File: src/rtl/demux_1_2_buf.sv
// demux_1_2_buf: steers one valid/ready word per cycle into one of two single-entry output buffers
module demux_1_2_buf #(
    parameter int WIDTH = 32,
    parameter int CNT_W = 16
) (
    input  logic             clk,
    input  logic             rst,
    input  logic [WIDTH-1:0] in_data,
    input  logic             in_sel,
    input  logic             in_valid,
    output logic             in_ready,
    output logic [WIDTH-1:0] a_data,
    output logic             a_valid,
    input  logic             a_ready,
    output logic [WIDTH-1:0] b_data,
    output logic             b_valid,
    input  logic             b_ready,
    output logic [CNT_W-1:0] a_count,
    output logic [CNT_W-1:0] b_count
);

    logic load_a, load_b;

    // a slot can take a word when it is empty or being drained this cycle
    always_comb begin
        in_ready = in_sel ? (~b_valid | b_ready) : (~a_valid | a_ready);
        load_a   = in_valid & in_ready & ~in_sel;
        load_b   = in_valid & in_ready & in_sel;
    end

    // slot A: load wins over drain so a same-cycle drain and refill keeps a_valid high
    always_ff @(posedge clk or posedge rst) begin
        if (rst) begin
            a_data  <= '0;
            a_valid <= 1'b0;
        end else if (load_a) begin
            a_data  <= in_data;
            a_valid <= 1'b1;
        end else if (a_ready) begin
            a_valid <= 1'b0;
        end
    end

    // slot B: same policy as slot A
    always_ff @(posedge clk or posedge rst) begin
        if (rst) begin
            b_data  <= '0;
            b_valid <= 1'b0;
        end else if (load_b) begin
            b_data  <= in_data;
            b_valid <= 1'b1;
        end else if (b_ready) begin
            b_valid <= 1'b0;
        end
    end

    // per-destination accepted-word counters, wrapping naturally
    always_ff @(posedge clk or posedge rst) begin
        if (rst) begin
            a_count <= '0;
            b_count <= '0;
        end else begin
            a_count <= a_count + CNT_W'(load_a);
            b_count <= b_count + CNT_W'(load_b);
        end
    end

endmodule

File: config.mk
export PLATFORM = sky130hd
export DESIGN_NAME = demux_1_2_buf
export DESIGN_NICKNAME = d
export VERILOG_FILES = /design/src/rtl/demux_1_2_buf.sv
export SDC_FILE = /design/constraint.sdc
export NUM_CORES = 1
export LEC_CHECK = 0
export CORE_MARGIN = 2
export CORE_UTILIZATION = 30
export DETAILED_ROUTE_END_ITERATION = 10
export GPL_ROUTABILITY_DRIVEN = 0
export PLACE_DENSITY = 0.65
export SYNTH_ARGS = -nofsm -noshare
export SYNTH_HDL_FRONTEND = slang
export SYNTH_SLANG_ARGS = --single-unit
File: constraint.sdc
create_clock -name clk -period 8 [get_ports clk]
set_clock_uncertainty 0.15 [all_clocks]
set_input_delay 0.8 -clock clk [delete_from_list [all_inputs] [get_ports clk]]
set_output_delay 0.8 -clock clk [all_outputs]
set_load 0.02 [all_outputs]
Yosys cells after proc, flatten, opt, wreduce, memory -nomap -nowiden
Index checks and enable logic that the tools add are counted.
W data, S select, Z words.
{ "totals": {"ff_bits": 98, "input_bits": 38, "output_inout_bits": 99, "elab_cells": 23} }
{ "classes": {"n_addsub": 2, "muxes": 5, "bitwise_logic": 8, "reduce_logical": 2} }
{ "op_table": {"columns": ["cell", "n"], "rows": [
  ["$add A16 B1 Y16", 2],
  ["$mux W1", 5],
  ["$reduce_bool A2 Y1", 2],
  ["$and A1 B1 Y1", 3],
  ["$not A1 Y1", 3],
  ["$or A1 B1 Y1", 2]
]} }

Logic depth before layout (Yosys ltp)
Gate-level depths: netlist of run 1.
{ "depth": {"word_depth": 6, "depth_mapped": 10, "mapped_depth_nobuf": 7} }

Least setup slack after synthesis of run 1
No wires, ideal clock.
{ "synth_timing": {"path_type": "input-to-reg", "start": "input port b_ready", "end": "register b_count[14]", "setup_time_ns": 0.080, "arrival_time_ns": 2.421, "required_ns": 7.770, "slack_ns": 5.350, "path_stages": 10, "path_buffers": 3, "path_cell_list": "nand2b_1 -> nor2b_1 -> buf_4 -> buf_6 -> ha_1 -> ha_1 -> clkbuf_1 -> inv_1 -> nor4_1 -> xor2_1"} }
{ "synth_between": {"elab_chain_cells": 5} }
{ "synth_lines": {"columns": ["element", "line", "text"], "rows": [
  ["from (decl)", "17", "input logic b_ready,"],
  ["$or A1 B1 Y1", "26", "in_ready = in_sel ? (~b_valid | b_ready) : (~a_valid | a_ready);"],
  ["$mux W1", "26", null],
  ["$and A1 B1 Y1 (2 in series)", "28", "load_b = in_valid & in_ready & in_sel;"],
  ["via load_b", "22", "logic load_a, load_b;"],
  ["$add A16 B1 Y16", "64", "b_count <= b_count + CNT_W'(load_b);"],
  ["to (signal assigned)", "64", null],
  ["to (decl)", "19", "output logic [CNT_W-1:0] b_count"]
]} }
The timed path passes the listed nets, and every way through them passes these cells.
A chain may end at the register's enable or synchronous reset.

Worst setup path in the final report of run 1
{ "layout_timing": {"start": "input port in_sel", "end": "output port in_ready"} }
{ "layout_between": {"elab_chain_cells": 1} }
{ "layout_lines": {"columns": ["element", "line", "text"], "rows": [
  ["from (decl)", "9", "input logic in_sel,"],
  ["$mux W1", "26", null],
  ["to (decl)", "11", "output logic in_ready,"]
]} }
No other way between the ends.

==> metrics.md, run 1 <==
| Metric | Value |
|---|---|
| Outcome | `completed` |
| 1st-iter DRT viols | `149` |
| Setup TNS | `0 ps` |
| DR WL/cell | `14.4 µm` |
| Fin. Hold Viols | `0` |
| Most common cell after layout, fill and taps aside | `clkdlybuf4s50_1` |
| DRT Wirelength | `8400 µm` |
| Distinct cells, synth | `24` |
| Ant. Diodes | `0` |
| Reg clk slew, reported paths | `60 ps` |
| Crit Path Max Fanout | `4` |
| Setup crit start kind | `input port` |
| Hold slack | `316 ps` |
| Total track usage | `0.123` |
| Total power | `1490 µW` |
| Synth Area in Adders | `0.0191` |
| Final Cycle Share | `0.400` |
| Initial antenna violation count | `0` |
| Syn Area/Cell | `14.9 µm²` |
| Ports | `137` |
| First-pass GRT wire length | `13,700 µm` |
| Num CTS Buffers | `9` |
| Clock sinks | `98` |
| Cell Rows | `41` |
| Crit. End Element | `output port` |
| DRC | `0` |
| HPWL Detailed | `5960 µm` |
| Final #Nets | `450` |
| Worst VDD drop | `128 µV` |
| TritonCTS clock tree | `done` |
| Via count | `2,638` |
| Placed cells | `567` |
| Die height | `118 µm` |
| Syn. warnings | `0` |
| Syn Std Cell Area | `3920 µm²` |
| Tightest Pin Transition | `674 ps` |
| Routed vias/inst | `4.52` |
| Drt pass-1 iters | `4` |
| Mux cell area share after synthesis | `0.187` |
| Vias in the first global route | `2,692` |
| Cell Pwr Density | `259 nW/µm²` |
| Syn Nets | `308` |
| Post-CTS setup buffer count | `0` |
| Largest family of logic cells by synthesized area | `multiplexers` |
| Compound-Gate Fraction of Synth Area | `0.00128` |
| CTS resizes | `0` |
| Sequential-to-total area share from yosys stat | `0.625` |
| H-tree levels | `3` |
| CTS Hold Bufs | `0` |
| Maxcap violations | `0` |
| Worst Path Required | `7050 ps` |
| Worst skew pair latency | `340 ps` |
| Final Instance Count excl. Fillers | `583` |
| RSZ-0062 raised after global routing | `no` |
| Root Buffer | `clkbuf_16` |
| Number of I/O port buffers | `136` |
| FF+latch count, synth | `98` |
| Most frequent cells in the layout | `136 x clkdlybuf4s50_1, 98 x dfrtp_1, 65 x mux2_2` |
| Slew HR | `0.550` |
| Clk buf depth | `2` |
| P&R area growth vs syn | `46.3%` |
| Xor and xnor area share after synthesis | `0.0625` |
| Crit path time final | `3200 ps` |
| Fillcell total | `1,200` |
| Synthesized instance count | `264` |
| Hold Path Class | `reg2reg` |
| Die W | `118 µm` |
| Max Fclk | `0.312 GHz` |
| Max Slew Vio Count | `0` |
| Post-DRT Antenna Nets | `0` |
| Simple-gate share of the synthesized area | `0.0810` |
| Endpoints failing setup | `0` |
| Data arrival, critical path | `2250 ps` |
| Die area | `14,000 µm²` |
| Leakage dissipation | `0.00243 µW` |
| Largest net degree at the start of global routing | `55` |
| Remaining Overflow, GRT | `0` |
| Layout cells sized above 1 | `0.207` |
| Initial Util | `0.309` |
| CP Class | `in2out` |
| Core Region | `12,700 µm²` |
worst max-delay path, stage by stage:
cell,delay (ps)
clkdlybuf4s50_1,560
mux2_2,350
clkdlybuf4s50_1,530
layer usage:
layer / global-route usage / wire length, µm / up-vias / share of wire
li1: - / - / 1220 / -
met1: 0.145 / 3560 / 1318 / 0.42
met2: 0.201 / 4040 / 91 / 0.48
met3: 0.0536 / 692 / 9 / 0.082
met4: 0.0429 / 112 / 0 / 0.013
met5: 0 / 0 / - / 0
state kept, by name, summed over array words and instances, names as in the netlist:
register  flops
b_valid       1
a_valid       1
a_data       32
b_data       32
a_count      16
b_count      16
cells in the mapped netlist:
library cell  count  area [µm²]
nor4b_1           1        8.76
xor2_1           18         158
nand4_1          11        68.8
buf_4             2        15.0
nor3_1            6        30.0
nor2_1            4        15.0
nand3_1           7        35.0
and4_2            1        10.0
nor2b_1           1        6.26
buf_6             5        56.3
ha_1              6        75.1
nor4_1            6        37.5
nor3b_1           1        7.51
nand2_1          10        37.5
inv_1             5        18.8
mux2_2           65         732
nand4_4           1        21.3
o21ai_0           1        5.00
dfrtp_1          98        2450
nor3b_4           1        18.8
xnor2_1          10        87.6
and4_1            1        8.76
clkbuf_1          1        3.75
nand2b_1          2        12.5
worst paths after layout:
check / depth (start not counted) / slack, ps / end / startpoint
worst min register to register: 1 / 320 / a_count[15] / a_count[15]
worst max register to register: 8 / 5440 / b_count[14] / b_valid
worst max-delay path: 3 / 4800 / in_ready / in_sel
min in group asynchronous: 2 / 720 / a_data[9] / rst
max in group asynchronous: 3 / 5900 / a_count[4] / rst
worst min-delay path: 1 / 320 / a_count[15] / a_count[15]
metrics by stage:
step	setup WS [ps]	instance area [µm²]	util
finish	4800	5740	0.453
CTS	4800	5740	0.453
detailed placement	4460	5460	0.431
global placement	4570	5460	0.431
global route	4580	5740	0.453
floorplan	4490	3920	-
area by class of cell:
class,instances,area [µm²],share of cell area
sequential,98,2450,0.428
timing repair buffer,139,1380,0.241
multi-input combinational,153,1380,0.241
clock buffer,13,240,0.0419
tap,172,215,0.0375
clock inverter,3,40.0,0.00698
inverter,5,21.3,0.00371
report_power, final:
| group | total (µW) | internal (µW) | switching [µW] |
|---|---|---|---|
| combinational | 418 | 223 | 195 |
| clock | 416 | 242 | 174 |
| sequential | 654 | 581 | 73.2 |
cells by family (layout without fill, tap and decap cells):
logic type / Yosys count / after routing
buf+inv: 13 / 160
mux: 65 / 65
compound gates: 1 / 1
simple gates: 53 / 53
fa+ha+maj: 6 / 6
xor+xnor: 28 / 28
flops: 98 / 98
Power figures use the tool's default switching activity.
==> run 2: changes to the inputs <==
PLACE_DENSITY = 0.67   (was 0.65)
clock period = 2.6 ns   (was 8 ns; I/O delays follow)
==> metrics.md, run 2 (synthesized netlist as in run 1, its figures left out) <==
| Metric | Value |
|---|---|
| Tightest Pin Transition | `628 ps (was 674 ps)` |
| First-pass GRT wire length | `14,500 µm (was 13,700 µm)` |
| R2r setup slk | `550 ps (was 5440 ps)` |
| Remaining Overflow, GRT | `0 (unchanged)` |
| Die area | `14,000 µm² (unchanged)` |
| Clk buf depth | `2 (unchanged)` |
| Dpl ws | `141 ps (was 4460 ps)` |
| Initial Util | `0.309 (unchanged)` |
| Via count | `2,660 (was 2,638)` |
| Number of I/O port buffers | `136 (unchanged)` |
| Most common cell after layout, fill and taps aside | `clkdlybuf4s50_1 (unchanged)` |
| Max Fclk | `0.469 GHz` |
| Ant. Diodes | `0 (unchanged)` |
| Hold Path Class | `in2async (was reg2reg)` |
| Die height | `118 µm (unchanged)` |
| H-tree levels | `3 (unchanged)` |
| Hold slack | `302 ps (was 316 ps)` |
| HPWL Detailed | `6430 µm (was 5960 µm)` |
| Maxcap violations | `0 (unchanged)` |
| Fillcell total | `1,170 (was 1,200)` |
| Initial antenna violation count | `0 (unchanged)` |
| Core Region | `12,700 µm² (unchanged)` |
| DR WL/cell | `15.0 µm (was 14.4 µm)` |
| Post-CTS setup buffer count | `0 (unchanged)` |
| Largest registers | `a_data (32), b_data (32) (unchanged)` |
| Drt pass-1 iters | `4 (unchanged)` |
| Post-DRT Antenna Nets | `0 (unchanged)` |
| DRT Wirelength | `8820 µm (was 8400 µm)` |
| Max Slew Vio Count | `0 (unchanged)` |
| Setup crit start kind | `input port (unchanged)` |
| Routed vias/inst | `4.52 (about the same)` |
| Fin. Hold Viols | `0 (unchanged)` |
| CTS Hold Bufs | `0 (unchanged)` |
| R2R Path End | `a_count[13] (was b_count[14])` |
| Ports | `137 (unchanged)` |
| Num CTS Buffers | `9 (unchanged)` |
| Layout cells sized above 1 | `0.226 (was 0.207)` |
| Endpoints failing setup | `0 (unchanged)` |
| Total track usage | `0.132 (was 0.123)` |
| R2r worst-path depth | `7 (was 8)` |
| Most frequent cells in the layout | `136 x clkdlybuf4s50_1, 98 x dfrtp_1, 65 x mux2_2 (unchanged)` |
| Cell Pwr Density | `799 nW/µm² (was 259 nW/µm²)` |
| Setup TNS | `0 ps (unchanged)` |
| Final #Nets | `456 (was 450)` |
| FF/Latch Area | `2450 µm² (unchanged)` |
| Worst skew pair latency | `340 ps (about the same)` |
| Slew HR | `0.582 (was 0.550)` |
| DRC | `0 (unchanged)` |
| Die W | `118 µm (unchanged)` |
| Worst VDD drop | `324 µV (was 128 µV)` |
| Crit. End Element | `output port (unchanged)` |
| Largest net degree at the start of global routing | `50 (was 55)` |
| Vias in the first global route | `2,779 (was 2,692)` |
| CTS resizes | `0 (unchanged)` |
| RSZ-0062 raised after global routing | `no (unchanged)` |
| Root Buffer | `clkbuf_16 (unchanged)` |
| P&R area growth vs syn | `47.8% (was 46.3%)` |
| Worst r2r src | `a_valid (was b_valid)` |
| Worst Path Required | `2190 ps (was 7050 ps)` |
| Clock sinks | `98 (unchanged)` |
| 1st-iter DRT viols | `132 (was 149)` |
| Setup WS post-layout | `467 ps (was 4800 ps)` |
| Data arrival, critical path | `1720 ps (was 2250 ps)` |
| CP Class | `in2out (unchanged)` |
| Final Cycle Share | `0.820` |
| Crit path time final | `2130 ps` |
| Reg clk slew, reported paths | `60 ps (about the same)` |
| Crit Path Max Fanout | `4 (unchanged)` |
| Cell Rows | `41 (unchanged)` |
| Multi-input gate area | `1380 µm² (unchanged)` |
| Leakage dissipation | `0.00246 µW (was 0.00243 µW)` |
| TritonCTS clock tree | `done (unchanged)` |
| Outcome | `completed (unchanged)` |
==> run 2: changes by cell type in the layout (fill, tap and decap cells not counted), sizes merged <==
cell / before / now
clkbuf: 13 / 10
clkinvlp: 0 / 3
inv: 5 / 4
buf: 3 / 9
==> run 2: how the worst max path moves through the flow <==
stage                 start           to  slack, ps  depth (start not counted)
detailed placement  a_ready  a_count[13]        140                          8
global route        a_valid  a_count[14]        310                          7
floorplan           b_valid  b_count[14]        300                         10
finish               in_sel     in_ready        470                          3
CTS                  in_sel     in_ready        460                          3
global placement    a_ready  a_count[14]        200                          8
==> run 2: critical path, stage by stage <==
cell	delay, ps
clkdlybuf4s50_1	560
mux2_2	360
clkdlybuf4s50_1	540
==> run 2: power breakdown <==
part           switching, µW  total [µW]  internal [µW]  leakage, µW
clock                    552        1310            763     0.000140
sequential               221        2010           1790      0.00120
combinational            614        1310            694      0.00112
==> run 2: per-stage QoR <==
| stage | area, µm² | power (µW) | cells | util |
|---|---|---|---|---|
| global route | 5800 | 4870 | 588 | 0.457 |
| detailed placement | 5500 | 3360 | 573 | 0.434 |
| floorplan | 3930 | 2640 | 264 | - |
| finish | 5800 | 4630 | 588 | 0.457 |
| global placement | 5500 | 3330 | 573 | 0.434 |
| CTS | 5800 | 4700 | 588 | 0.457 |
==> run 2: cell type report <==
| class | count | area share |
|---|---|---|
| Sequential cell | 98 | 0.423 |
| Timing Repair Buffer | 145 | 0.247 |
| Multi-Input combinational cell | 153 | 0.239 |
| Clock buffer | 10 | 0.0412 |
| Tap cell | 172 | 0.0371 |
| Clock inverter | 5 | 0.00950 |
| Inverter | 5 | 0.00389 |
==> run 2: layer usage <==
layer,vias to the layer above,track usage,routed length (µm)
met5,-,0,0
met4,0,0.0595,157
met3,12,0.0497,688
met2,97,0.199,4210
met1,1324,0.169,3760
li1,1227,-,-
==> run 3: changes to the inputs <==
PLACE_DENSITY = 0.65   (was 0.67)
clock period = 2.2 ns   (was 2.6 ns; I/O delays follow)
==> metrics.md, run 3 (synthesized netlist as in run 1, its figures left out) <==
| Metric | Value |
|---|---|
| Outcome | `completed (unchanged)` |
| Max Slew Vio Count | `0 (unchanged)` |
| Die area | `14,000 µm² (unchanged)` |
| Finished Core Util | `0.467 (was 0.457)` |
| Remaining Overflow, GRT | `0 (unchanged)` |
| Vias in the first global route | `2,695 (was 2,779)` |
| Largest registers | `a_data (32), b_data (32) (unchanged)` |
| Crit path max-delay cell type | `clkdlybuf4s50_1 (unchanged)` |
| Final Instance Count excl. Fillers | `593 (was 588)` |
| Cell Pwr Density | `970 nW/µm² (was 799 nW/µm²)` |
| CP Depth | `4 (was 3)` |
| Final #Nets | `460 (was 456)` |
| CP Buf/Inv Count | `2 (unchanged)` |
| DRC | `0 (unchanged)` |
| Ports | `137 (unchanged)` |
| Worst skew pair latency | `350 ps (was 340 ps)` |
| Crit path time final | `2060 ps` |
| Via count | `2,640 (was 2,660)` |
| Most common cell after layout, fill and taps aside | `clkdlybuf4s50_1 (unchanged)` |
| Worst path max stage delay | `540 ps (was 560 ps)` |
| CTS Hold Bufs | `0 (unchanged)` |
| Hold Path Class | `in2async (unchanged)` |
| Reg clk slew, reported paths | `60 ps (about the same)` |
| Total power | `5740 µW (was 4630 µW)` |
| H-tree levels | `3 (unchanged)` |
| Largest net degree at the start of global routing | `99 (was 50)` |
| Num CTS Buffers | `9 (unchanged)` |
| Max Fclk | `0.485 GHz` |
| Initial Util | `0.309 (unchanged)` |
| Number of I/O port buffers | `136 (unchanged)` |
| Clk buf depth | `2 (unchanged)` |
| Placed cells | `577 (was 573)` |
| Slew HR | `0.656 (was 0.582)` |
| 1st-iter DRT viols | `111 (was 132)` |
| CP Class | `reg2out (was in2out)` |
| Fin. Hold Viols | `0 (unchanged)` |
| Routed vias/inst | `4.45 (was 4.52)` |
| RSZ-0062 raised after global routing | `yes (was no)` |
| Setup crit start kind | `register (was input port)` |
| HPWL Detailed | `6230 µm (was 6430 µm)` |
| Root Buffer | `clkbuf_16 (unchanged)` |
| Post-CTS setup buffer count | `0 (unchanged)` |
| TritonCTS clock tree | `done (unchanged)` |
| Die height | `118 µm (unchanged)` |
| Crit. End Element | `output port (unchanged)` |
| Tightest Pin Transition | `516 ps (was 628 ps)` |
| Crit Path Max Fanout | `2 (was 4)` |
| Worst Path Required | `1830 ps (was 2190 ps)` |
| Maxcap violations | `0 (unchanged)` |
| Fillcell total | `1,169 (was 1,170)` |
| DRT Wirelength | `8810 µm (was 8820 µm)` |
| Worst VDD drop | `407 µV (was 324 µV)` |
| Placed inst area | `5570 µm² (was 5500 µm²)` |
| Layout cells sized above 1 | `0.242 (was 0.226)` |
| DR WL/cell | `14.9 µm (was 15.0 µm)` |
| P&R area growth vs syn | `51.0% (was 47.8%)` |
| Setup TNS | `0 ps (unchanged)` |
| Data arrival, critical path | `1690 ps (was 1720 ps)` |
| Final Cycle Share | `0.938` |
| Initial antenna violation count | `0 (unchanged)` |
| Ant. Diodes | `0 (unchanged)` |
| Leakage dissipation | `0.00251 µW (was 0.00246 µW)` |
| R2r worst-path depth | `7 (unchanged)` |
| CP delay by family, top | `buffers and inverters (unchanged)` |
| Die W | `118 µm (unchanged)` |
| Cell Rows | `41 (unchanged)` |
| Endpoints failing setup | `0 (unchanged)` |
| Worst-path cell chain | `nand2b_1, buf_4, mux2_2, clkdlybuf4s50_1 (was clkdlybuf4s50_1, mux2_2, clkdlybuf4s50_1)` |
| Final Cell Area | `5920 µm² (was 5800 µm²)` |
| Core Region | `12,700 µm² (unchanged)` |
| Total track usage | `0.131 (was 0.132)` |
| Post-DRT Antenna Nets | `0 (unchanged)` |
| Drt pass-1 iters | `4 (unchanged)` |
| First-pass GRT wire length | `14,400 µm (was 14,500 µm)` |
| Clock sinks | `98 (unchanged)` |
| Most frequent cells in the layout | `136 x clkdlybuf4s50_1, 98 x dfrtp_1, 65 x mux2_2 (unchanged)` |
| CTS resizes | `0 (unchanged)` |
-- run 3: cell types whose count changed in the layout (fill, tap and decap cells not counted), moves of 2 or more --
cell	previous run	this run
buf_4	9	11
clkinv_2	2	0
nor4_2	0	2
buf_12	0	2
bufinv_16	1	3
nor4_1	6	4
-- run 3: layout make-up --
cell class / count / area, µm² / share of cell area
clock buffers: 10 / 229 / 0.0387
clock inverters: 6 / 114 / 0.0192
inverters: 5 / 22.5 / 0.00380
multi-input cells: 153 / 1410 / 0.237
flip-flops and latches: 98 / 2450 / 0.414
well taps: 172 / 215 / 0.0363
repair buffers: 149 / 1480 / 0.251
-- run 3: through the flow --
stage / hold slack [ps] / setup WS, ps
2_1_floorplan: 179 / 0.990
3_3_place_gp: 321 / -97.3
4_1_cts: 260 / 113
6_report: 226 / 137
3_5_place_dp: 325 / -122
5_1_grt: 292 / -5.93
-- run 3: worst reg2reg max path: stages, from the launching register on --
cell      delay, ps
dfrtp_1         390
nand2b_1        110
nor3b_4         290
ha_1            230
ha_1            180
nand3_2         140
nor4_2          270
xor2_1          160
-- run 3: final timing paths --
kind | startpoint | to | slack (ps)
max | b_valid | in_ready | 140
min | rst | a_count[15] | 230
max reg2reg | a_valid | a_count[14] | 210
min reg2reg | a_count[15] | a_count[15] | 330
max in group asynchronous | rst | a_data[25] | 1290
min in group clk | a_count[15] | a_count[15] | 330
-- run 3: power breakdown --
group          switching [µW]  leakage, µW  internal [µW]
Clock                     698     0.000159           1120
Sequential                267      0.00120           2110
Combinational             720      0.00115            832
-- run 3: routing by layer --
metal | up-vias | global-route usage | routed length [µm]
li1 | 1240 | - | -
met1 | 1308 | 0.167 | 3880
met2 | 77 | 0.200 | 4170
met3 | 15 | 0.0314 | 480
met4 | 0 | 0.0821 | 279
met5 | - | 0 | 0
==> patch (config.mk and constraints of run 1) <==
Change the parameter `CNT_W` from 16 to 32.
--- a/src/rtl/demux_1_2_buf.sv
+++ b/src/rtl/demux_1_2_buf.sv
@@ -3,3 +3,3 @@
     parameter int WIDTH = 32,
-    parameter int CNT_W = 16
+    parameter int CNT_W = 32
 ) (
Ports: changed (resized a_count and b_count); port bits go from 137 to 169. No check against the original RTL was run, so the function may have changed too.
==> patch against run 1 <==
  * Synthesized cell count increased by 46%
  * Worst hold slack better by 0.024 ns
  * Global-route usage increased by 1.6 points
  * Cell area up 37%
  * First-iteration DRC count down 4.0%
  * Critical path type is now input port to flop
  * Area after synthesis increased by 36%
  * Sequential cell count increased by 32
  * Final cell count is 38% higher
  * Routed wire length rose by 47%
  * Setup slack got worse by 0.15 ns
  * Power rose by 36%
==> patch: results (changes against run 1) <==
Outcome
  – Outcome: finished clean

Critical path
  – Worst reg2reg endpoint: b_count[26]
  – Cell family with most CP delay: simple AND/OR/NAND/NOR gates
  – Flop2flop setup slack: 5.15 ns (-0.29 ns)
  – Slowest cell delay on critical path: 0.51 ns (-0.05 ns)
  – CP max FO: 33 (+29)
  – Worst R2R Path Depth: 9 (+1)
  – Critical path arrival: 3.49 ns (+1.24 ns)
  – Critical path class: input port to flop

Global route
  – Total GRT Usage: 13.95% (+1.6 points)
  – First-pass GRT wire length: 20330 um (+49%)
  – Pin count of the biggest net entering global routing: 75 (+36%)
  – Vias in the first global route: 3918 (+46%)

Final layout
  – # fillers: 1557 (+30%)
  – Layout net count: 608 (+35%)
  – Non-Filler Instances: 803 (+38%)
  – Layout cells sized above 1: 18.17% (-2.5 points)

Route
  – Vias post-DR: 3720 (+41%)
  – WL per Instance: 15.37 um (+6.7%)
  – Initial drt markers: 143 (-4.0%)

Clock tree
  – CTS Buf Count: 17 (+8)
  – Worst-Skew Late Latency: 0.41 ns (+0.07 ns)
  – H-tree Lvls: 4 (+1)

Yosys
  – Gate Count Post-Synth: 386 (+46%)
  – Top cells by area, synth: dfrtp_1 (61%), mux2_2 (14%), xnor2_1 (7.7%)
  – Sequential share of the synthesized area: 61.15% (-1.4 points)
  – Most frequent cells after synthesis: dfrtp_1 (130), mux2_2 (65), xnor2_1 (47), nand3_1 (28)
  – Post-synthesis net count: 429 (+39%)

Place
  – # port buffers: 168 (+24%)
  – Post-DP Area: 7263 um^2 (+33%)
  – HPWL after DPL: 8707 um (+46%)
  – Place WS: 4.207 ns (-0.2485 ns)
  – Post-Place Cells: 771 (+36%)

STA
  – Least-Margin Pin Slew: 0.9373 ns (+0.2631 ns)
  – Slack of the critical path: 4.647 ns (-0.1508 ns)

Power and ir drop
  – Leakage: 3.374 nW (+39%)
  – VDD IR max: 0.0001423 V (+11%)
==> patch: cell types whose count changed in the layout (fill, tap and decap cells not counted), sizes merged, moves of 5 or more <==
cell,change
nand2,+8
clkbuf,+9
and3,+15
dfrtp,+32
clkdlybuf4s50,+32
xor2,-5
xnor2,+37
nand3,+21
nand4,+8
==> patch: routing by layer <==
| metal | routed length (um) | GRT usage, % | vias up |
|---|---|---|---|
| li1 | - | - | 1725 |
| met5 | 0 | 0 | - |
| met1 | 5295 | 17.32 | 1865 |
| met3 | 1031 | 6.370 | 10 |
| met4 | 114 | 4.124 | 0 |
| met2 | 5899 | 21.78 | 120 |
==> patch: where the power goes <==
part           leakage, nW  switching [mW]  internal, mW
logic                 1.45           0.206         0.225
clock network        0.286           0.273         0.504
registers             1.64          0.0731         0.745
total                 3.37           0.553          1.47
==> patch: final cells by class <==
type	count	area, um^2	share of cell area (%)
Inverter	5	21.27	0.2706
Clock inverter	10	132.6	1.687
Clock buffer	22	464.2	5.906
Sequential cell	130	3253	41.39
Timing Repair Buffer	171	1704	21.68
Tap cell	225	281.5	3.582
Multi-Input combinational cell	240	2003	25.49
==> patch: worst min path at each step <==
stage,start,endpoint,slack [ns],depth (start not counted)
final,a_count[31],a_count[31],0.34,1
after global routing,a_count[21],a_count[21],0.37,1
after CTS,a_count[21],a_count[21],0.36,1
after detailed placement,a_data[2],a_data[2],0.34,1
after global placement,a_count[31],a_count[31],0.31,1
after floorplan,a_count[31],a_count[31],0.43,1
==> patch: cells by family after synthesis <==
| group | count (synthesis) | share of synthesized area, % |
|---|---|---|
| multiplexers | 65 | 13.76 |
| buffers and inverters | 16 | 1.341 |
| XOR/XNOR | 60 | 9.878 |
| flip-flops | 130 | 61.15 |
| AND/OR/NAND/NOR | 110 | 12.70 |
| adder cells (fa/ha/maj) | 5 | 1.176 |
